==> config.mk <==
export PLATFORM = sky130hd
export DESIGN_NAME = uart_rx_core
export DESIGN_NICKNAME = d
export VERILOG_FILES = /design/src/rtl/uart_rx_pkg.sv /design/src/rtl/baud_gen_rx_tick.sv /design/src/rtl/uart_rx_core.sv
export SDC_FILE = /design/constraint.sdc
export NUM_CORES = 1
export LEC_CHECK = 0
export CAP_MARGIN = 10
export CORE_ASPECT_RATIO = 1.1
export CORE_MARGIN = 5
export CORE_UTILIZATION = 60
export CTS_CLUSTER_SIZE = 40
export DETAILED_ROUTE_END_ITERATION = 12
export GPL_TIMING_DRIVEN = 0
export PLACE_DENSITY = 0.83
export SYNTH_ARGS = -nofsm -noshare
export SYNTH_HDL_FRONTEND = slang
export SYNTH_SLANG_ARGS = --single-unit
==> constraint.sdc <==
create_clock -name clock -period 3.55 [get_ports clock]
set_input_delay 0.71 -clock clock [delete_from_list [all_inputs] [get_ports clock]]
set_output_delay 0.71 -clock clock [all_outputs]
set_load 0.005 [all_outputs]
==> src/rtl/uart_rx_pkg.sv <==
// Shared definitions for the UART receive path: frame states and
// oversampling constants.
package uart_rx_pkg;

    // Frame state machine states
    typedef enum logic [2:0] {
        IDLE      = 3'd0,
        START     = 3'd1,
        DATA      = 3'd2,
        PARITY    = 3'd3,
        STOP      = 3'd4,
        WAIT_HIGH = 3'd5
    } rx_state_t;

    localparam int unsigned OVERSAMPLE  = 16;
    localparam int unsigned MID_SAMPLE  = 7;
    localparam int unsigned LAST_SAMPLE = 15;

endpackage

==> src/rtl/baud_gen_rx_tick.sv <==
// Oversample tick generator for the UART receiver. Emits a one-clock tick
// every CLKS_PER_SAMPLE clocks; held cleared while disabled so the first
// tick phase is aligned to the moment it is enabled.
module baud_gen_rx_tick
    import uart_rx_pkg::*;
#(
    parameter int unsigned CLKS_PER_SAMPLE = 27
) (
    input  logic clock,
    input  logic rst,
    input  logic enable,
    output logic tick
);

    localparam int unsigned CW = (CLKS_PER_SAMPLE > 1) ? $clog2(CLKS_PER_SAMPLE) : 1;

    logic [CW-1:0] cnt;

    assign tick = enable && (cnt == CW'(CLKS_PER_SAMPLE - 1));

    // Free-running divider, wraps at terminal count, cleared while disabled
    always_ff @(posedge clock or negedge rst) begin
        if (!rst) begin
            cnt <= '0;
        end else if (!enable || tick) begin
            cnt <= '0;
        end else begin
            cnt <= cnt + CW'(1);
        end
    end

endmodule

==> src/rtl/uart_rx_core.sv <==
// UART receiver core: 2-flop synchroniser, 16x oversampling, frame FSM.
// Emits one byte per valid frame with a one-cycle rx_valid pulse; a low stop
// bit gives a frame_err pulse instead. Define UART_RX_PARITY_EN to add an
// even-parity bit (11-bit frame) and the parity_err output.
module uart_rx_core
    import uart_rx_pkg::*;
#(
    parameter int unsigned CLKS_PER_SAMPLE = 27,
    parameter int unsigned DATA_BITS       = 8
) (
    input  logic                 clock,
    input  logic                 rst,
    input  logic                 rx,
    output logic [DATA_BITS-1:0] rx_data,
    output logic                 rx_valid,
    output logic                 frame_err,
    output logic                 busy
`ifdef UART_RX_PARITY_EN
   ,output logic                 parity_err
`endif
);

    localparam int unsigned SCW = $clog2(OVERSAMPLE);
    localparam int unsigned BCW = (DATA_BITS > 1) ? $clog2(DATA_BITS) : 1;

    rx_state_t            state, state_next;
    logic                 rx_meta, rx_s;
    logic                 tick, tick_en;
    logic [SCW-1:0]       samp_cnt;
    logic [BCW-1:0]       bit_cnt;
    logic [DATA_BITS-1:0] shreg;
    logic                 samp_clr, take_bit, done_ok, done_err, par_bad;
`ifdef UART_RX_PARITY_EN
    logic                 par_take, par_bit;
`endif

    assign tick_en = (state != IDLE);
    assign busy    = (state != IDLE);

    baud_gen_rx_tick #(
        .CLKS_PER_SAMPLE(CLKS_PER_SAMPLE)
    ) u_tick (
        .clock (clock),
        .rst   (rst),
        .enable(tick_en),
        .tick  (tick)
    );

    // Two-flop synchroniser for the asynchronous line, idles high
    always_ff @(posedge clock or negedge rst) begin
        if (!rst) begin
            rx_meta <= 1'b1;
            rx_s    <= 1'b1;
        end else begin
            rx_meta <= rx;
            rx_s    <= rx_meta;
        end
    end

    // Frame state register
    always_ff @(posedge clock or negedge rst) begin
        if (!rst) begin
            state <= IDLE;
        end else begin
            state <= state_next;
        end
    end

    // Next-state logic and datapath strobes
    always_comb begin
        state_next = state;
        samp_clr   = 1'b0;
        take_bit   = 1'b0;
        done_ok    = 1'b0;
        done_err   = 1'b0;
`ifdef UART_RX_PARITY_EN
        par_take   = 1'b0;
`endif
        case (state)
            IDLE: begin
                samp_clr = 1'b1;
                if (!rx_s) state_next = START;
            end
            START: begin
                if (tick && samp_cnt == SCW'(MID_SAMPLE)) begin
                    samp_clr   = 1'b1;
                    state_next = rx_s ? IDLE : DATA;
                end
            end
            DATA: begin
                if (tick && samp_cnt == SCW'(LAST_SAMPLE)) begin
                    take_bit = 1'b1;
                    if (bit_cnt == BCW'(DATA_BITS - 1)) begin
`ifdef UART_RX_PARITY_EN
                        state_next = PARITY;
`else
                        state_next = STOP;
`endif
                    end
                end
            end
`ifdef UART_RX_PARITY_EN
            PARITY: begin
                if (tick && samp_cnt == SCW'(LAST_SAMPLE)) begin
                    par_take   = 1'b1;
                    state_next = STOP;
                end
            end
`endif
            STOP: begin
                if (tick && samp_cnt == SCW'(LAST_SAMPLE)) begin
                    if (rx_s) begin
                        done_ok    = 1'b1;
                        state_next = IDLE;
                    end else begin
                        done_err   = 1'b1;
                        state_next = WAIT_HIGH;
                    end
                end
            end
            WAIT_HIGH: begin
                if (rx_s) state_next = IDLE;
            end
            default: state_next = IDLE;
        endcase
    end

`ifdef UART_RX_PARITY_EN
    assign par_bad = (^shreg) ^ par_bit;
`else
    assign par_bad = 1'b0;
`endif

    // Sample/bit counters, shift register and output pulses
    always_ff @(posedge clock or negedge rst) begin
        if (!rst) begin
            samp_cnt  <= '0;
            bit_cnt   <= '0;
            shreg     <= '0;
            rx_data   <= '0;
            rx_valid  <= 1'b0;
            frame_err <= 1'b0;
`ifdef UART_RX_PARITY_EN
            par_bit    <= 1'b0;
            parity_err <= 1'b0;
`endif
        end else begin
            if (samp_clr) begin
                samp_cnt <= '0;
                bit_cnt  <= '0;
            end else begin
                if (tick)     samp_cnt <= samp_cnt + SCW'(1);
                if (take_bit) bit_cnt  <= bit_cnt + BCW'(1);
            end
            if (take_bit) shreg <= {rx_s, shreg[DATA_BITS-1:1]};
`ifdef UART_RX_PARITY_EN
            if (par_take) par_bit <= rx_s;
            parity_err <= (done_ok || done_err) && par_bad;
`endif
            rx_valid  <= done_ok && !par_bad;
            frame_err <= done_err;
            if (done_ok && !par_bad) rx_data <= shreg;
        end
    end

endmodule
==> out/summary.txt, run 1 <==
run status: finished clean
CTS Hold Buffers Added: 0
Syn Nets: 129
vias in the first global route: 1040
Fmax achieved: 372 MHz
Final nets: 149
sequential cell area: 878 sq um
setup bufs post-CTS: 0
count of final hold-check violations: 0
crit path launch: state[0]
layout cells sized above 1: 23.9%
DR DRC count: 0
row count: 19
FF-to-FF Start: u_tick.cnt[0]
die extent in x: 58.4 um
Die Ht: 63.3 um
fin crit share: 75.7%
Worst Path Max Fanout: 9
Synth Area in Compound Gates: 4.12%
global-route wire length before repair: 4.50 mm
share of flip-flops with an asynchronous set or reset after synthesis: 100%
CTS HTree Levels: 2
crit path DAT: 1980 ps
Post-Synth Simple-Gate Area: 14.9%
remaining global-route overflow: 0
post-synthesis adder-cell area fraction: 4.04%
commonest non-fill, non-tap cells in the layout: 33 x dfrtp_1, 18 x nor2_1, 15 x mux2_2, 12 x clkdlybuf4s50_1
Post-synth EDFFs: 0
register area share after synthesis: 56.8%
hold_sp: rx_meta
number of port buffers: 13
setup violators final: 0
Worst Hold Class: flip-flop to flip-flop
post-DP HPWL: 1.75 mm
synthesized area per cell: 12.8 sq um
Yosys cell types: 35
Synth Instances: 121
root buffer cell: clkbuf_4
most common cell after layout, fill and taps aside: dfrtp_1
Netlist Area Pre-Place: 0.00155 sq mm
Critical Path Source Type: flip-flop
IO Pins: 14
Leak Pwr: 0.838 nW
Syn. warnings: 0
aggregate routed wire length: 2.49 mm
wire per inst: 14.4 um
Req. time, crit path: 2840 ps
DRT antenna net count: 0
setup TNS: 0 ps
Seq cells post-synth: 35
largest net degree at the start of global routing: 36
Worst-Margin Slew: 741 ps
mux cell area share after synthesis: 12.9%
initial antenna violation count: 0
number of fill cells: 182
P per Cell Area: 394 mW/mm^2
ant diodes: 0
core area: 0.00250 sq mm
Slew Limit Headroom: 50.6%
Worst-path clk slew: 100 ps
multi-input logic area: 618 sq um
Min Hold Slack: 363 ps
main combinational cell family by area after synthesis: simple AND/OR/NAND/NOR gates
Starting DRT DRC Count: 21
clk_skew: 8.94 ps
total number of vias: 955
xor/xnor share of the synthesized area: 3.96%
Slew Viols, Final: 0
Max clock buf depth: 2
Post-CTS Resized: 0
GR Util All Layers: 16.0%
min cycle time layout: 2690 ps
CTS tree: done
critical path type: flip-flop to primary output
total CTS buffers: 5
unrepaired setup endpoints after global routing: no
CTS Sinks: 35
maxcap violations: 0
P&R area growth vs syn: 16.2%
Die ar.: 0.00370 sq mm
GPL Wtd Cong: 0.813
via/cell ratio: 5.52
DR pass1 iterations: 4
Top FF cell, synth: dfrtp_1
Crit. End Element: primary output
Worst-Skew Late Latency: 340 ps
Worst VDD drop: 0.000322 V
Starting Density: 62.0%
==> per-layer routing <==
| metal | up-vias | wire, um | GRT usage (%) |
|---|---|---|---|
| li1 | 457 | - | - |
| met1 | 474 | 1090 | 18.7 |
| met2 | 18 | 1240 | 25.4 |
| met3 | 6 | 115 | 6.53 |
| met4 | 0 | 44 | 7.25 |
| met5 | - | 0 | 0 |
==> metrics by stage <==
stage / setup WS (ps) / area, sq um / power (mW) / std cells / util [%]
after floorplan: 1770 / 1550 / 0.409 / 121 / -
after detailed placement: 1250 / 1710 / 0.419 / 165 / 68.6
after global placement: 1110 / 1720 / 0.419 / 165 / 68.8
final: 862 / 1800 / 0.709 / 173 / 72.0
after global routing: 739 / 1800 / 0.740 / 173 / 72.0
after CTS: 862 / 1800 / 0.715 / 173 / 72.0
==> path summary, 6_finish.rpt <==
path	to	slack [ps]	cells after the start
worst max-delay path	busy	860	4
worst min-delay path	rx_s	360	0
worst max register to register	shreg[4]	1610	7
worst min register to register	rx_s	360	0
max in group asynchronous	u_tick.cnt[0]	2650	1
min in group asynchronous	state[0]	430	1
==> kinds of logic after synthesis <==
group | count (synthesis)
AND/OR/NAND/NOR | 39
flip-flops | 35
multiplexers | 18
AO/OA/AOI/OAI | 9
buffers and inverters | 8
XOR/XNOR | 7
adder cells (fa/ha/maj) | 5
==> Yosys cell counts (2+ instances only) <==
cell type / count / area share [%]
dfrtp_1: 33 / 53
nor3_1: 2 / 0.65
dfstp_2: 2 / 3.4
nand2b_1: 2 / 0.81
mux2_2: 15 / 11
nor2_1: 18 / 4.4
xor2_1: 2 / 1.1
ha_1: 5 / 4.0
xnor2_1: 5 / 2.8
nand3_1: 5 / 1.6
inv_1: 2 / 0.49
mux2i_1: 2 / 1.3
buf_6: 2 / 1.5
nand2_1: 4 / 0.97
buf_2: 2 / 0.65
==> critical path, cell delays in order (launching register included) <==
cell	delay, ps
dfrtp_1	380
clkbuf_1	200
nor3_1	490
inv_1	110
clkdlybuf4s50_1	460
==> area by class of cell <==
| cell class | instances | area share [%] |
|---|---|---|
| Multi-Input combinational cell | 78 | 34.4 |
| Clock buffer | 6 | 2.85 |
| Buffer | 6 | 2.44 |
| Tap cell | 31 | 2.16 |
| Clock inverter | 2 | 1.95 |
| Sequential cell | 35 | 48.9 |
| Inverter | 2 | 0.418 |
| Timing Repair Buffer | 13 | 6.96 |
==> power by group <==
group	leakage, nW	switching (mW)	internal, mW
clock	0.0482	0.132	0.166
sequential	0.457	0.00103	0.401
combinational	0.332	0.00739	0.00161
==> sequential cells by signal, indices dropped and copies added (netlist names) <==
signal,flops
rx_data,8
shreg,8
u_tick.cnt,5
samp_cnt,4
bit_cnt,3
state,3
frame_err,1
rx_meta,1
rx_s,1
rx_valid,1
(Power assumes the default switching activity.)
==> run 2: changes to the inputs <==
CORE_UTILIZATION = 55   (was 60)
PLACE_DENSITY = 0.77   (was 0.83)
clock period = 2.48 ns   (was 3.55 ns; I/O delays follow)
==> run 2 against run 1 <==
Hold slack got worse by 150 ps. Routed wire length rose by 6.6%. Sequential share of layout area fell by 0.60 points. Sequential cell count did not move. Core utilization fell by 5.3 points. Cell count rose by 1.2%. Largest cell class unchanged. Critical path depth did not move. Setup slack got worse by 720 ps. Highest routed layer unchanged. First-iteration DRC count rose by 4.8%. Count of clock-buffer cells in the layout did not move. Combinational power rose by 43%. Via count rose by 1.5%.
==> out/summary.txt, run 2 (synthesized netlist as in run 1, its figures left out) <==
setup bufs post-CTS: 0 (unchanged)
Starting DRT DRC Count: 22 (+4.8%)
WP buf/inv: 3 (unchanged)
CTS Sinks: 35 (unchanged)
run status: finished clean
crit path cell chain: clkbuf_1 -> nor3_2 -> inv_1 -> clkdlybuf4s50_1
global-route wire length before repair: 4.80 mm (+6.6%)
P&R area growth vs syn: 17.6%
count of final hold-check violations: 0 (unchanged)
Worst Path Max Fanout: 9 (unchanged)
IO Pins: 14 (unchanged)
Final nets: 149 (unchanged)
Post-CTS Resized: 1 (+1)
biggest regs: rx_data x8, shreg x8, u_tick.cnt x5
Slew Limit Headroom: 50.4% (-0.21 points)
Crit. End Element: primary output
initial antenna violation count: 0 (unchanged)
setup TNS: 0 ps (unchanged)
P per Cell Area: 598 mW/mm^2 (+52%)
Clk pwr share: 46.0% (+3.9 points)
Critical Path Source Type: flip-flop
row count: 20 (+1)
CTS tree: done
Slew Viols, Final: 0 (unchanged)
setup ws final: 141 ps (-720 ps)
pre-CTS WS: 355 ps (-891 ps)
Int Power: 0.890 mW (+57%)
aggregate routed wire length: 2.65 mm (+6.6%)
setup violators final: 0 (unchanged)
commonest non-fill, non-tap cells in the layout: 33 x dfrtp_1, 18 x nor2_1, 15 x mux2_2, 12 x clkdlybuf4s50_1
placed inst area: 0.00171 sq mm (+0.15%)
critical path type: flip-flop to primary output
core area: 0.00273 sq mm (+9.3%)
critical path's slowest cell: clkdlybuf4s50_1
Leak Pwr: 0.842 nW (+0.54%)
via/cell ratio: 5.54 (+0.31%)
Logic pwr share: 1.2% (about the same)
total CTS buffers: 5 (unchanged)
die extent in x: 60.6 um (+3.7%)
layout cells sized above 1: 23.9% (unchanged)
DR DRC count: 0 (unchanged)
Fmax achieved: 428 MHz
Req. time, crit path: 1980 ps (-860 ps)
grt met3 use: 5.50% (-1.0 points)
Die ar.: 0.00398 sq mm (+7.6%)
most common cell after layout, fill and taps aside: dfrtp_1
ant diodes: 0 (unchanged)
grt met1 use: 19.8% (+1.1 points)
Worst-Margin Slew: 744 ps (+3.15 ps)
DRT antenna net count: 0 (unchanged)
post-DP HPWL: 1.85 mm (+6.0%)
largest net degree at the start of global routing: 36 (unchanged)
GPL Wtd Cong: 0.757 (-7.0%)
vias in the first global route: 1016 (-2.3%)
number of port buffers: 13 (unchanged)
Worst-Skew Late Latency: 330 ps (about the same)
maxcap violations: 0 (unchanged)
Power Total: 1.09 mW (+54%)
CTS Hold Buffers Added: 0 (unchanged)
Worst Hold Class: input pin to asynchronous set/reset pin
Max clock buf depth: 2 (unchanged)
GR peak layer: met2
worst stage delay on the critical path: 450 ps (-40 ps)
Crit path max-delay family: buffers and inverters
DR pass1 iterations: 4 (unchanged)
fin crit share: 94.3%
Die Ht: 65.6 um (+3.7%)
GR Util met2: 27.3% (+1.9 points)
min cycle time layout: 2340 ps
Starting Density: 56.7% (-5.3 points)
post-layout util: 66.7% (-5.3 points)
number of fill cells: 211 (+16%)
clk_skew: 13.4 ps (+4.49 ps)
Worst-path clk slew: 110 ps (about the same)
root buffer cell: clkbuf_4
unrepaired setup endpoints after global routing: no
total number of vias: 969 (+1.5%)
crit path launch: state[0]
Sw Share: 18.2% (-1.5 points)
remaining global-route overflow: 0 (unchanged)
switching power total: 0.198 mW (+42%)
Seq pwr share: 52.8% (-3.9 points)
Worst VDD drop: 0.000524 V (+63%)
wire per inst: 15.2 um (+5.4%)
GR Util All Layers: 16.4% (+0.34 points)
CTS HTree Levels: 2 (unchanged)
Design Area, Final: 0.00182 sq mm (+1.3%)
crit path DAT: 1840 ps (-140 ps)
FF-to-FF Start: u_tick.cnt[0]
setup slack, reg-to-reg: 560 ps (-1050 ps)
==> run 2: final cells by class <==
class | instances | area, sq um | area share [%]
tap | 33 | 41.3 | 2.27
timing repair buffer | 13 | 125 | 6.87
multi-input combinational | 78 | 623 | 34.2
clock inverter | 2 | 60.1 | 3.30
sequential | 35 | 878 | 48.2
buffer | 6 | 43.8 | 2.41
clock buffer | 6 | 41.3 | 2.27
inverter | 2 | 7.51 | 0.412
==> run 2: worst reg2reg max path: stages, from the launching register on <==
cell,delay (ps)
dfrtp_1,420
inv_1,70
ha_1,190
nand4b_4,120
buf_6,160
nor4_4,300
buf_6,200
mux2_2,350
==> run 2: metal layers <==
layer	share of wire (%)	routed length [um]	vias up
met3	4.6	121	4
met1	40	1060	489
met4	1.4	38	0
met5	0	0	-
li1	-	-	456
met2	54	1440	20
==> run 2: path summary, 6_finish.rpt <==
check,endpoint,depth (start not counted)
worst max-delay path,busy,4
worst min-delay path,rx_data[2],1
worst max register to register,shreg[7],7
worst min register to register,rx_s,0
max in group asynchronous,bit_cnt[1],1
min in group clock,rx_s,0
==> run 2: stage by stage <==
| stage | instances | hold slack [ps] |
|---|---|---|
| final | 175 | 211 |
| after global routing | 175 | 252 |
| after CTS | 175 | 225 |
| after detailed placement | 167 | 347 |
| after global placement | 167 | 347 |
| after floorplan | 121 | 200 |
==> run 2: power by group through the flow <==
stage,combinational [mW],clock (mW),sequential (mW)
2_1_floorplan,0.000549,0,0.585
3_3_place_gp,0.0140,0,0.586
3_5_place_dp,0.0137,0,0.586
4_1_cts,0.0138,0.512,0.575
5_1_grt,0.0156,0.540,0.575
6_report,0.0129,0.501,0.575
==> run 3: changes to the inputs <==
CORE_ASPECT_RATIO = default   (was 1.1)
==> run 3 against run 2 <==
Combinational power hardly changed. Cell count down 1.1%. Critical endpoint unchanged. Sequential share of layout area increased by 1.4 points.
==> out/summary.txt, run 3 (synthesized netlist as in run 1, its figures left out) <==
P per Cell Area: 497 mW/mm^2 (-17%)
Clk pwr share: 33.3% (-13 points)
Leak Pwr: 0.818 nW (-2.9%)
layout cells sized above 1: 23.9% (unchanged)
IO Pins: 14 (unchanged)
vias in the first global route: 982 (-3.3%)
Worst-Skew Late Latency: 330 ps (about the same)
Final nets: 149 (unchanged)
FF-to-FF Start: u_tick.cnt[0]
Seq pwr share: 65.3% (+13 points)
setup violators final: 0 (unchanged)
Worst Path Max Fanout: 9 (unchanged)
Crit. End Element: primary output
DR DRC count: 0 (unchanged)
min cycle time layout: 2320 ps (-17.8 ps)
global-route wire length before repair: 4.47 mm (-6.8%)
die extent in x: 63.0 um (+4.1%)
largest net degree at the start of global routing: 36 (unchanged)
Min Hold Slack: 209 ps (-2.03 ps)
crit path DAT: 1830 ps (about the same)
Reg2Reg Depth: 7 (unchanged)
Worst Hold Class: input pin to asynchronous set/reset pin
crit path cell chain: clkbuf_1 -> nor3_2 -> inv_1 -> clkdlybuf4s50_1
clk_skew: 16.0 ps (+2.57 ps)
post-DP HPWL: 1.74 mm (-5.9%)
remaining global-route overflow: 0 (unchanged)
Die ar.: 0.00397 sq mm (about the same)
Fmax achieved: 431 MHz (+0.76%)
switching power total: 0.195 mW (-1.5%)
WP buf/inv: 3 (unchanged)
CTS tree: done
critical path's slowest cell: clkdlybuf4s50_1
crit path launch: state[0]
Req. time, crit path: 1980 ps (about the same)
row count: 19 (-5.0%)
GR Util All Layers: 14.4% (-2.0 points)
unrepaired setup endpoints after global routing: no
Worst-Margin Slew: 723 ps (-21.5 ps)
fin crit share: 93.6% (-0.72 points)
DP Cell Count: 165 (-1.2%)
count of final hold-check violations: 0 (unchanged)
Int Power: 0.685 mW (-23%)
total number of vias: 969 (unchanged)
reg-to-reg endpoint: shreg[2]
setup slack, reg-to-reg: 570 ps (about the same)
maxcap violations: 0 (unchanged)
ant diodes: 0 (unchanged)
Critical Path Source Type: flip-flop
CTS HTree Levels: 2 (unchanged)
Non-Filler Instances: 173 (-1.1%)
commonest non-fill, non-tap cells in the layout: 33 x dfrtp_1, 18 x nor2_1, 15 x mux2_2, 12 x clkdlybuf4s50_1
Worst VDD drop: 0.000490 V (-6.4%)
wire per inst: 13.9 um (-8.1%)
CTS Sinks: 35 (unchanged)
number of port buffers: 13 (unchanged)
core area: 0.00273 sq mm (+0.23%)
most common cell after layout, fill and taps aside: dfrtp_1
worst stage delay on the critical path: 450 ps (about the same)
root buffer cell: clkbuf_4
initial antenna violation count: 0 (unchanged)
total CTS buffers: 5 (unchanged)
CTS Hold Buffers Added: 0 (unchanged)
Logic pwr share: 1.4% (+0.2 points)
setup TNS: 0 ps (unchanged)
DR pass1 iterations: 4 (unchanged)
critical path type: flip-flop to primary output
Starting DRT DRC Count: 36 (+64%)
Slew Viols, Final: 0 (unchanged)
Sw Share: 22.2% (+4.0 points)
Slew Limit Headroom: 51.8% (+1.4 points)
DRT antenna net count: 0 (unchanged)
Max clock buf depth: 2 (unchanged)
Crit path max-delay family: buffers and inverters
Die Ht: 63.0 um (-3.9%)
Worst-path clk slew: 110 ps (about the same)
GPL Wtd Cong: 0.851 (+12%)
run status: finished clean
via/cell ratio: 5.60 (+1.2%)
Starting Density: 56.6% (-0.13 points)
aggregate routed wire length: 2.41 mm (-9.2%)
P&R area growth vs syn: 14.4%
biggest regs: rx_data x8, shreg x8, u_tick.cnt x5
-- run 3: how the worst max path moves through the flow --
stage | cells past startpoint | slack, ps | to
finish | 4 | 160 | busy
floorplan | 7 | 700 | shreg[1]
global route | 4 | 40 | busy
CTS | 4 | 20 | busy
global placement | 1 | 250 | rx_data[5]
detailed placement | 4 | 400 | busy
-- run 3: power by group through the flow --
stage	registers (mW)	clock network [mW]	logic, mW
floorplan	0.585	0	0.000549
global placement	0.586	0	0.0143
detailed placement	0.586	0	0.0138
CTS	0.575	0.308	0.0138
global route	0.575	0.335	0.0157
finish	0.575	0.293	0.0127
-- run 3: timing repair --
item / CTS / global route
buffers inserted: 0 / 0
gates resized for setup: 0 / 1
endpoints found under the setup margin: 0 / 1
-- run 3: stage by stage --
| step | area [sq um] | utilization, % | worst slack [ps] | power, mW |
|---|---|---|---|---|
| floorplan | 1550 | - | 696 | 0.586 |
| global placement | 1720 | 62.8 | 255 | 0.600 |
| detailed placement | 1710 | 62.6 | 395 | 0.600 |
| CTS | 1770 | 64.6 | 17.4 | 0.897 |
| global route | 1770 | 64.8 | 38.5 | 0.926 |
| finish | 1770 | 64.8 | 159 | 0.880 |
-- run 3: cell type report --
cell class	instances	area, sq um
Buffer	6	43.8
Clock buffer	6	41.3
Timing Repair Buffer	13	125
Sequential cell	35	878
Fill cell	206	963
Multi-Input combinational cell	78	623
Tap cell	31	38.8
Inverter	2	7.51
Clock inverter	2	12.5
-- run 3: per-layer routing --
layer	part of all wire (%)	GRT usage, %
met5	0	0
met4	1.9	6.37
met3	4.9	5.58
met2	49	22.7
met1	44	17.3
